## src/rtl/uart_pkg.sv

```systemverilog
// Shared types and defaults for the UART transmit arbiter.
//   arb_state_t       : arbiter FSM state (IDLE / GRANT)
//   N_REQ_DEF         : default number of requesters
//   IDLE_TIMEOUT_DEF  : default stall limit in clk cycles (10 ms at 100 MHz)
//   CLK_HZ            : system clock frequency
//   wrap_inc()        : modulo-n increment used for the round-robin pointer
package uart_pkg;

  typedef enum logic {
    IDLE  = 1'b0,
    GRANT = 1'b1
  } arb_state_t;

  localparam int N_REQ_DEF        = 4;
  localparam int IDLE_TIMEOUT_DEF = 1000000;
  localparam int CLK_HZ           = 100000000;

  function automatic int wrap_inc(input int v, input int n);
    return (v >= n - 1) ? 0 : v + 1;
  endfunction

endpackage

```

## src/rtl/rr_arbiter.sv

```systemverilog
// Combinational round-robin selector.
//   i_req : request vector
//   i_ptr : highest-priority index this round
//   o_gnt : one-hot grant of the first request at or after i_ptr (wrapping)
//   o_idx : index of that grant
//   o_any : at least one request present
module rr_arbiter #(
  parameter int N_REQ = 4
) (
  input  logic [N_REQ-1:0]         i_req,
  input  logic [$clog2(N_REQ)-1:0] i_ptr,
  output logic [N_REQ-1:0]         o_gnt,
  output logic [$clog2(N_REQ)-1:0] o_idx,
  output logic                     o_any
);
  localparam int PW = $clog2(N_REQ);

  // Candidate index k = (ptr + k) mod N_REQ; one extra bit absorbs the carry
  // so non-power-of-two N_REQ wraps correctly.
  logic [N_REQ-1:0][PW-1:0] w_cand;
  logic                     w_found;

  for (genvar k = 0; k < N_REQ; k++) begin : g_cand
    logic [PW:0] w_sum;
    assign w_sum     = {1'b0, i_ptr} + (PW+1)'(k);
    assign w_cand[k] = (w_sum >= (PW+1)'(N_REQ)) ? PW'(w_sum - (PW+1)'(N_REQ))
                                                 : PW'(w_sum);
  end

  always_comb begin
    o_gnt   = '0;
    o_idx   = '0;
    w_found = 1'b0;
    for (int k = 0; k < N_REQ; k++) begin
      if (!w_found && i_req[w_cand[k]]) begin
        w_found         = 1'b1;
        o_idx           = w_cand[k];
        o_gnt[w_cand[k]] = 1'b1;
      end
    end
  end

  assign o_any = |i_req;

endmodule

```

## src/rtl/uart_tx_arb.sv

```systemverilog
// Packet-granular round-robin arbiter sharing one uart_xmit among N_REQ
// byte streams. Grant is held for a whole packet; a stalled owner loses the
// grant after IDLE_TIMEOUT cycles without a valid byte.
//   clk100MHz, rst          : clock, synchronous active-high reset
//   req_valid/data/last/rdy : per-requester byte stream
//   tx_valid/data/rdy       : to uart_xmit
//   grant_id, busy          : current owner (0 when idle), owner present
//   timeout_err             : one-cycle pulse when a grant is revoked
module uart_tx_arb
  import uart_pkg::*;
#(
  parameter int N_REQ        = N_REQ_DEF,
  parameter int IDLE_TIMEOUT = IDLE_TIMEOUT_DEF
) (
  input  logic                     clk100MHz,
  input  logic                     rst,
  input  logic [N_REQ-1:0]         req_valid,
  input  logic [N_REQ-1:0][7:0]    req_data,
  input  logic [N_REQ-1:0]         req_last,
  output logic [N_REQ-1:0]         req_rdy,
  output logic                     tx_valid,
  output logic [7:0]               tx_data,
  input  logic                     tx_rdy,
  output logic [$clog2(N_REQ)-1:0] grant_id,
  output logic                     busy,
  output logic                     timeout_err
);
  localparam int            GW         = $clog2(N_REQ);
  localparam int            CW         = $clog2(IDLE_TIMEOUT + 1);
  localparam logic [CW-1:0] STALL_MAX  = CW'(IDLE_TIMEOUT);
  localparam logic [CW-1:0] STALL_LAST = CW'(IDLE_TIMEOUT - 1);

  arb_state_t       r_state, w_nxt;
  logic [GW-1:0]    r_rr_ptr, r_gid, w_arb_idx;
  logic [N_REQ-1:0] r_gnt, w_arb_gnt;
  logic [CW-1:0]    r_stall;
  logic             r_tout;
  logic             w_any, w_cur_valid, w_xfer, w_done, w_to;

  rr_arbiter #(.N_REQ(N_REQ)) u_rr (
    .i_req (req_valid),
    .i_ptr (r_rr_ptr),
    .o_gnt (w_arb_gnt),
    .o_idx (w_arb_idx),
    .o_any (w_any)
  );

  assign w_cur_valid = req_valid[r_gid];
  assign w_xfer      = (r_state == GRANT) && w_cur_valid && tx_rdy;
  assign w_done      = w_xfer && req_last[r_gid];
  // Fires on the stall cycle whose increment brings the counter to the limit,
  // so the grant is gone the cycle the count reaches IDLE_TIMEOUT.
  assign w_to        = (r_state == GRANT) && !w_cur_valid && (r_stall == STALL_LAST);

  // State register
  always_ff @(posedge clk100MHz) begin
    if (rst) r_state <= IDLE;
    else     r_state <= w_nxt;
  end

  // Next-state logic
  always_comb begin
    w_nxt = r_state;
    case (r_state)
      IDLE:    if (w_any) w_nxt = GRANT;
      GRANT:   if (w_done || w_to) w_nxt = IDLE;
      default: w_nxt = IDLE;
    endcase
  end

  // Owner, pointer, stall counter, timeout pulse
  always_ff @(posedge clk100MHz) begin
    if (rst) begin
      r_rr_ptr <= '0;
      r_gid    <= '0;
      r_gnt    <= '0;
      r_stall  <= '0;
      r_tout   <= 1'b0;
    end else begin
      r_tout <= w_to;
      if (r_state == IDLE) begin
        if (w_any) begin
          r_gid <= w_arb_idx;
          r_gnt <= w_arb_gnt;
        end
      end else if (w_done || w_to) begin
        r_rr_ptr <= GW'(wrap_inc(int'(r_gid), N_REQ));
        r_gid    <= '0;
        r_gnt    <= '0;
      end

      if (r_state == IDLE || w_xfer)
        r_stall <= '0;
      else if (!w_cur_valid && r_stall != STALL_MAX)
        r_stall <= r_stall + 1'b1;
    end
  end

  // Outputs: straight pass-through of the owner's stream during GRANT
  always_comb begin
    tx_valid = 1'b0;
    tx_data  = '0;
    req_rdy  = '0;
    busy     = 1'b0;
    if (r_state == GRANT) begin
      tx_valid = w_cur_valid;
      tx_data  = req_data[r_gid];
      req_rdy  = r_gnt & {N_REQ{tx_rdy}};
      busy     = 1'b1;
    end
  end

  assign grant_id    = r_gid;
  assign timeout_err = r_tout;

endmodule

```

## config.mk

```make
export PLATFORM = sky130hd
export DESIGN_NAME = uart_tx_arb
export DESIGN_NICKNAME = d
export VERILOG_FILES = /design/src/rtl/uart_pkg.sv /design/src/rtl/rr_arbiter.sv /design/src/rtl/uart_tx_arb.sv
export SDC_FILE = /design/constraint.sdc
export NUM_CORES = 1
export LEC_CHECK = 0
export CAP_MARGIN = 0
export CORE_ASPECT_RATIO = 0.8
export CORE_UTILIZATION = 52
export DETAILED_ROUTE_END_ITERATION = 8
export PLACE_DENSITY_LB_ADDON = 0.12
export SYNTH_ARGS = -nofsm -noshare
export SYNTH_HDL_FRONTEND = slang
export SYNTH_SLANG_ARGS = --single-unit
```

## constraint.sdc

```tcl
create_clock -name clk100MHz -period 4.9 [get_ports clk100MHz]
set_clock_uncertainty 0.2 [all_clocks]
set_input_delay 0.49 -clock clk100MHz [delete_from_list [all_inputs] [get_ports clk100MHz]]
set_output_delay 0.49 -clock clk100MHz [all_outputs]
set_load 0.03 [all_outputs]
```

## Yosys cells after proc, flatten, opt, wreduce, memory -nomap -nowiden

Index checks and enable logic that the tools add are counted.
W data, S select, Z words.

- Add/sub/neg operators: 9
- Magnitude comparators: 14
- Equal/unequal tests: 3
- Multiplexer cells: 51
- Bitwise gates (word level): 5
- Reductions and logical operators: 24

Operators with widths:

| kind | number |
|---|---|
| $mux W4 | 8 |
| $mux W2 | 12 |
| $add A20 B1 Y20 const B | 1 |
| $eq A20 B20 Y1 const B | 1 |
| $ne A20 B20 Y1 const B | 1 |
| $mux W1 | 17 |
| $bmux W8 S2 | 1 |
| $mux W8 | 2 |
| $lt A2 B3 Y1 const B | 5 |
| $logic_and A1 B1 Y1 | 13 |
| $bmux W1 S2 | 6 |
| $or A4 B4 Y4 | 3 |
| $ge A3 B3 Y1 const B | 3 |
| $demux W1 S2 | 4 |
| $ge A2 B1 Y1 const B | 4 |
| $sub A2 B1 Y2 const B | 4 |
| $add A2 B2 Y3 const B | 2 |
| $and A4 B4 Y4 | 1 |
| $logic_not A1 Y1 | 4 |
| $reduce_and A2 Y1 | 2 |
| $reduce_or A4 Y1 | 1 |
| $add A2 B1 Y3 const B | 1 |
| $ge A2 B3 Y1 const B | 1 |
| $add A2 B1 Y2 const B | 1 |
| other kinds (7) | 8 |

- Bits in registers: 30
- Input bits: 43
- Output and inout port bits: 17
- Word-level logic and storage cells: 112

## Logic depth before layout (Yosys ltp)

Gate-level depths: netlist of run 1.

- Word-level depth: 16
- Mapped depth: 8
- Gate-level depth less buffers: 7

## Cells and area by module

A second synthesis of run 1 with hierarchy kept.

- Cell total of the unflattened synthesis: 223
- Area, all modules: 2087.0 µm²

Modules (own cells, without submodules):

| module | times used | cells an instance | area each (µm²) | sequential area each (µm²) |
|---|---|---|---|---|
| uart_tx_arb | 1 | 176 | 1660.3 | 600.6 |
| rr_arbiter | 1 | 47 | 426.7 | 0.0 |

## Least setup slack after synthesis of run 1

No wires, ideal clock.

- Path kind: flip-flop to flip-flop
- Start point: register r_rr_ptr[0]
- End point: register r_gnt[0]
- Library setup time: 122 ps
- Arrival time: 2508 ps
- Data required time: 4578 ps
- Path slack: 2070 ps
- Cell stages (with the launch flop): 8
- Path buffers: 1
- Clock period less this slack: 2830 ps
- Cells stage by stage: dfxtp_1 -> clkbuf_1 -> inv_1 -> ha_1 -> mux4_1 -> and3_2 -> a221o_2 -> a221o_1

- Cells in the longest elaborated chain, start to end: 16
- Elaborated cells on any way between the ends: 61
- Classes of those cells: add/sub (7); order compare (12); mux (29); bitwise (3); reduce/logical (10)

Ends and longest elaborated chain:

| item | RTL line | RTL |
|---|---|---|
| start, declared | uart_tx_arb.sv:34 | `logic [GW-1:0] r_rr_ptr, r_gid, w_arb_idx;` |
| start signal, assigned | uart_tx_arb.sv:87 | `r_rr_ptr <= GW'(wrap_inc(int'(r_gid), N_REQ));` |
| branches (longest 13 deep; another with $add A2 B1 Y3) | -- |  |
| $mux W4 (*) | rr_arbiter.sv:35 | `if (!w_found && i_req[w_cand[k]]) begin` |
| $mux W4 (*) | uart_tx_arb.sv:82 | `if (w_any) begin` |
| $mux W4 (*) | uart_tx_arb.sv:81 | `if (r_state == IDLE) begin` |
| end signal, assigned | uart_tx_arb.sv:84 | `r_gnt <= w_arb_gnt;` |
| end, declared | uart_tx_arb.sv:35 | `logic [N_REQ-1:0] r_gnt, w_arb_gnt;` |

Mark *: on every way between the ends. The select of a mux whose other input is x is not followed.
A chain may end at the register's enable or synchronous reset.

## Worst setup path after layout of run 1

- Start point: input req_valid[2]
- End point: output tx_valid

- Cells in the longest elaborated chain, start to end: 3

Ends and longest elaborated chain:

| item | RTL line | RTL |
|---|---|---|
| start, declared | uart_tx_arb.sv:17 | `input logic [N_REQ-1:0] req_valid,` |
| $bmux W1 S2 | uart_tx_arb.sv:48 | `assign w_cur_valid = req_valid[r_gid];` |
| $mux W1 (not written as such) | uart_tx_arb.sv:48 |  |
| $mux W1 | uart_tx_arb.sv:105 | `if (r_state == GRANT) begin` |
| end, declared | uart_tx_arb.sv:21 | `output logic tx_valid,` |

Every way passes these cells. The select of a mux whose other input is x is not followed.

==> results of run 1 <==
## layout by cell type, fill, tap and decap left out, drive strengths merged, types with 9 or more instances in the layout
cell type / n
nor2: 22
dfxtp: 30
mux4: 12
and2: 9
inv: 10
xnor2: 15
ha: 11
nor3: 9
clkdlybuf4s50: 59
and3: 10
## layer usage
layer / share of wire, % / vias up
li1: - / 952
met1: 52 / 844
met2: 38 / 81
met3: 9.4 / 6
met4: 0.64 / 0
met5: 0 / -
## synthesized netlist by cell type, drive strengths merged, types with 2 or more instances
library cell	n
nand3	7
nor2	22
o21a	2
or3	3
nand2	8
ha	11
and3	10
buf	3
clkbuf	11
inv	10
mux4	12
nor4	6
mux2i	3
and2	9
a21oi	5
o22ai	2
xnor2	15
o21ai	3
a21o	2
o211a	4
nand2b	2
a221o	8
nor3	9
nor3b	4
or4b	2
or2	2
dfxtp	30
mux2	2
## power groups by stage
stage,Clock [mW],Combinational (mW),Sequential (mW)
finish,0.199,0.159,0.260
global route,0.217,0.172,0.262
CTS,0.204,0.160,0.260
detailed placement,0,0.159,0.265
global placement,0,0.159,0.265
floorplan,0,0.0971,0.263
## metrics by stage
| step | util [%] | instance area (um^2) | total power, mW | worst slack (ns) |
|---|---|---|---|---|
| after detailed placement | 71.0 | 2770 | 0.424 | 1.50 |
| after floorplan | - | 2190 | 0.360 | 2.07 |
| after global routing | 73.3 | 2860 | 0.651 | 1.44 |
| after CTS | 73.3 | 2860 | 0.624 | 1.68 |
| final | 73.3 | 2860 | 0.618 | 1.69 |
| after global placement | 71.0 | 2770 | 0.423 | 1.51 |
## path summary, 6_finish.rpt
kind                                               start               endpoint  slack, ns  depth (start not counted)
worst max-delay path                        req_valid[2]               tx_valid       1.69                          4
worst min-delay path               r_gnt[3]$_SDFFE_PP0P_  r_gnt[3]$_SDFFE_PP0P_       0.28                          1
worst max register to register  r_rr_ptr[0]$_SDFFE_PP0P_  r_gnt[1]$_SDFFE_PP0P_       1.72                          7
worst min register to register     r_gnt[3]$_SDFFE_PP0P_  r_gnt[3]$_SDFFE_PP0P_       0.28                          1
## final cells by class
cell class	count	share of cell area, %
inverter	10	1.31
timing repair buffer	60	20.9
sequential	30	21.0
clock inverter	1	0.175
multi-input combinational	174	51.2
clock buffer	7	3.02
tap	55	2.40
## sequential cells by signal (all words and copies together), names as in the netlist
name / count
r_rr_ptr: 2
timeout_err: 1
grant_id: 2
r_gnt: 4
r_state: 1
r_stall: 20
## critical path, cell delays in order
cell and delay (ns):
clkdlybuf4s50_1 0.58, mux4_2 0.63, and2_2 0.24, clkdlybuf4s50_1 0.58
## cells by family (layout without fill, tap and decap cells)
| group | count (synthesis) | count (layout) | synth area share (%) |
|---|---|---|---|
| buf+inv | 24 | 78 | 5.65 |
| simple gates | 93 | 93 | 24.4 |
| compound gates | 37 | 37 | 14.6 |
| mux | 17 | 17 | 15.2 |
| xor+xnor | 16 | 16 | 6.40 |
| fa+ha+maj | 11 | 11 | 6.28 |
| flops | 30 | 30 | 27.4 |
==> qor.csv, run 1 <==
metric,value,unit
syn_nets,282,
Final Max Tran Viols,0,
pwr/cell area,216,mW/mm^2
leak pwr,1.04,nW
Post-CTS Setup Inserts,0,
CTS resizes,0,
Setup Crit Path Kind,in2out,
hold buffers post-CTS,0,
mean post-synth cell area,9.61,um^2
busiest layer in global routing,met1,
antenna cells,0,
Yosys Warn Count,0,
synthesized instance count,228,
#FFs+latches synth,30,
antenna violations before repair,0,
cell-internal power,451,uW
critical path startpoint category,input pin,
CTS tree,yes,
register area,601,um^2
initial DRC count,93,
number of global-route vias before repair,1688,
Worst Path Max Fanout,13,
routed via count,1883,
number of synthesized flops with an enable pin,0,
part of the power in the clock network,32.2,%
final hold violations,0,
met3 usage,6.58,%
Die H,60.1,um
final wirelength,4860,um
GRT met1 Usage,35.0,%
setup violation total in the final timing report,0,
Switching Fraction,27.0,%
max-cap violations,0,
main flop type after synthesis,dfxtp_1,
total track usage,23.6,%
post-DP HPWL,3700,um
layout cells sized above 1,11.7,%
Synth area leader,dfxtp_1,
Psw,167,uW
Max Clk Rate,311,MHz
Multi-input gate area,0.00147,mm^2
DP Cell Count,329,
die area,0.00448,mm^2
Reg power frac,42.1,%
total CTS buffers,5,
dominant cells by area after synthesis,"dfxtp_1 27%, mux4_2 9.3%, ha_1 6.3%",
Root Buffer,clkbuf_8,
critical path capture point type,output port,
initial core utilization,56.1,%
status,"complete, no violations",
RSZ-0062 raised after global routing,false,
met2 Track Usage GR,33.6,%
WHS,0.279,ns
synthesized cell area,0.00219,mm^2
WP data required,4.21,ns
post-route ant nets,0,
Worst-Skew Late Latency,0.28,ns
# H-tree levels,2,
Final min period,3.21,ns
setup TNS,0,ns
Area growth syn-to-layout,30.7,%
total congestion overflow,0,
CTS sink count,30,
Placer Congestion,0.843,
core area,0.00390,mm^2
asr flop ratio synth,0,%
Non-Filler Instances,337,
DR DRC count,0,
Fill cells,311,
Rows,20,
Arrival @ worst endpoint,2.52,ns
largest net degree at the start of global routing,21,
"Reg clk slew, reported paths",0.06,ns
synth unique cells,60,
Max Root-Sink Buffers,2,
vias per cell,5.59,
Worst Tran Pin Value,0.624,ns
Peak VDD IR,0.161,mV
global-route wire length before repair,7910,um
Tightest Hold Check Type,reg2reg,
Logic pwr share,25.8,%
final cycle utilization of the critical path,65.5,%
Layout Nets,335,
DR pass1 iterations,4,
Slew headroom,58.0,%
I/O Pins,60,
"Seq/Total Area, Yosys",27.4,%
port bufs,59,
routed length per instance,14.4,um
top-area cell type share of the netlist area,27.4,%
die width,74.6,um
Note: power is estimated with default switching activity, not from simulation.
==> run 2, diff against run 1 <==
--- a/config.mk
+++ b/config.mk
@@ -7,7 +7,7 @@
 export LEC_CHECK = 0
 export CAP_MARGIN = 0
 export CORE_ASPECT_RATIO = 0.8
-export CORE_UTILIZATION = 52
+export CORE_UTILIZATION = 49
 export DETAILED_ROUTE_END_ITERATION = 8
 export PLACE_DENSITY_LB_ADDON = 0.12
 export SYNTH_ARGS = -nofsm -noshare
==> constraint.sdc (replaced) <==
create_clock -name clk100MHz -period 3.3 [get_ports clk100MHz]
set_clock_uncertainty 0.2 [all_clocks]
set_input_delay 0.33 -clock clk100MHz [delete_from_list [all_inputs] [get_ports clk100MHz]]
set_output_delay 0.33 -clock clk100MHz [all_outputs]
set_load 0.03 [all_outputs]
==> run 2 against run 1 <==
Effect of this change:
- sequential share of layout area is 0.67 points lower
- register-to-register slack worse by 1.1 ns
- design area is 3.3% higher
- cell count is 3.6% higher
- die area is 5.9% higher
- total power is 62% higher
- first-iteration DRC count is 3.2% higher
- combinational power is 58% higher
- global-route usage is 1.0 points higher
- sequential power is 46% higher
- critical path depth is 1 higher
- largest cell class unchanged
==> qor.csv, run 2 (synthesized netlist as in run 1, its figures left out) <==
metric,value,unit,change
vias per cell,5.70,,+2.1%
Arrival @ worst endpoint,2.22,ns,-0.30 ns
Worst-Skew Late Latency,0.29,ns,about the same
leak pwr,1.10,nW,+5.8%
global-route wire length before repair,9060,um,+14%
critical path capture point type,output port,,
die area,0.00474,mm^2,+5.9%
Tightest Hold Check Type,reg2reg,,
Peak VDD IR,0.231,mV,+43%
routed length per instance,15.5,um,+7.3%
total congestion overflow,0,,unchanged
Fill cells,340,,+9.3%
Max Clk Rate,364,MHz,
Layout Nets,345,,+3.0%
Bufs and invs on worst path,3,,+1
Min-Delay Startpoint,r_gnt[2]$_SDFFE_PP0P_,,
port bufs,59,,unchanged
routed via count,1991,,+5.7%
Root Buffer,clkbuf_8,,
CTS resizes,0,,unchanged
WP data required,2.77,ns,-1.44 ns
"Reg clk slew, reported paths",0.06,ns,about the same
initial core utilization,51.8,%,-4.3 points
max incr delay on CP,0.59,ns,-0.04 ns
final hold violations,0,,unchanged
antenna cells,0,,unchanged
DP Cell Count,341,,+3.6%
I/O Pins,60,,unchanged
slowest cell on the critical path,clkdlybuf4s50_1,,
Largest Register,r_stall,,
most frequent cells in the layout,"59 x clkdlybuf4s50_1, 30 x dfxtp_1, 22 x nor2_1, 15 x xnor2_1",,
post-DP HPWL,3970,um,+7.3%
# H-tree levels,2,,unchanged
Worst Path Max Fanout,9,,-4
"Largest delay share family, worst path",buffers and inverters,,
Placer Congestion,0.788,,-6.5%
Setup WS pre-CTS,0.314,ns,-1.19 ns
Largest regs,"r_stall (20), r_gnt (4)",,
core area,0.00423,mm^2,+8.4%
critical path startpoint category,input pin,,
Final min period,2.75,ns,
total track usage,24.6,%,+1.0 points
setup violation total in the final timing report,0,,unchanged
Largest register FFs,20,,unchanged
largest net degree at the start of global routing,21,,unchanged
post-route ant nets,0,,unchanged
Setup Crit Path Kind,in2out,,
"most used cell, CP",clkdlybuf4s50_1,,
initial DRC count,96,,+3.2%
fin area,0.00296,mm^2,+3.3%
hold buffers post-CTS,0,,unchanged
CTS sink count,30,,unchanged
Critical Path Source,req_valid[3],,
"commonest non-fill, non-tap cell in the layout",clkdlybuf4s50_1,,
setup TNS,0,ns,unchanged
antenna violations before repair,0,,unchanged
Rows,21,,+5.0%
final wirelength,5400,um,+11%
status,"complete, no violations",,
DP Area,0.00285,mm^2,+2.8%
Worst Tran Pin Value,0.621,ns,-0.00299 ns
Max Root-Sink Buffers,2,,unchanged
layout cells sized above 1,15.1,%,+3.4 points
CTS tree,yes,,
Final Max Tran Viols,0,,unchanged
critical-path cell list,clkdlybuf4s50_1 -> mux4_2 -> buf_4 -> and2_2 -> clkdlybuf4s50_1,,
final setup margin,0.552,ns,-1.14 ns
DR pass1 iterations,4,,unchanged
Area growth syn-to-layout,35.0,%,
RSZ-0062 raised after global routing,false,,
Post-CTS Setup Inserts,0,,unchanged
die width,76.8,um,+2.9%
reg2reg start,r_stall[7]$_SDFFE_PP0P_,,
Non-Filler Instances,349,,+3.6%
Slew headroom,58.5,%,+0.53 points
pwr/cell area,338,mW/mm^2,+57%
number of global-route vias before repair,1856,,+10%
total CTS buffers,5,,unchanged
DR DRC count,0,,unchanged
max-cap violations,0,,unchanged
WHS,0.295,ns,+0.0157 ns
Die H,61.8,um,+2.9%
final cycle utilization of the critical path,83.3,%,
==> run 2: cell count changes in the layout (fill, tap and decap cells not counted), sizes merged <==
cell	previous run	this run
bufinv	0	1
clkinv	1	2
clkbuf	7	5
buf	1	11
==> run 2: through the flow <==
stage,total power [mW],util [%]
3_3_place_gp,0.638,67.3
5_1_grt,1.04,69.9
4_1_cts,1.01,69.9
2_1_floorplan,0.534,-
3_5_place_dp,0.640,67.3
6_report,1.00,69.9
==> run 2: area by class of cell <==
type | instances | area (um^2) | area share (%)
Timing Repair Buffer | 70 | 673 | 22.8
Clock buffer | 5 | 68.8 | 2.33
Tap cell | 57 | 71.3 | 2.41
Inverter | 10 | 37.5 | 1.27
Clock inverter | 3 | 40.0 | 1.35
Sequential cell | 30 | 601 | 20.3
Multi-Input combinational cell | 174 | 1470 | 49.6
==> run 2: worst paths after layout <==
kind | end | slack, ns | cells after the start
worst max-delay path | tx_valid | 0.55 | 5
worst min-delay path | r_gnt[2]$_SDFFE_PP0P_ | 0.29 | 1
worst max register to register | r_gnt[1]$_SDFFE_PP0P_ | 0.59 | 5
worst min register to register | r_gnt[2]$_SDFFE_PP0P_ | 0.29 | 1
==> run 2: report_power, final <==
part | leakage [nW] | internal, mW | switching, mW | total, mW
logic | 0.800 | 0.139 | 0.113 | 0.252
registers | 0.243 | 0.370 | 0.00989 | 0.380
clock network | 0.0579 | 0.222 | 0.146 | 0.368
total | 1.10 | 0.731 | 0.269 | 1.00
==> run 2: routing by layer <==
layer	part of all wire, %	track usage [%]
met1	50	35.0
met3	7.3	6.42
met2	42	38.0
met5	0	0
met4	0.80	4.95
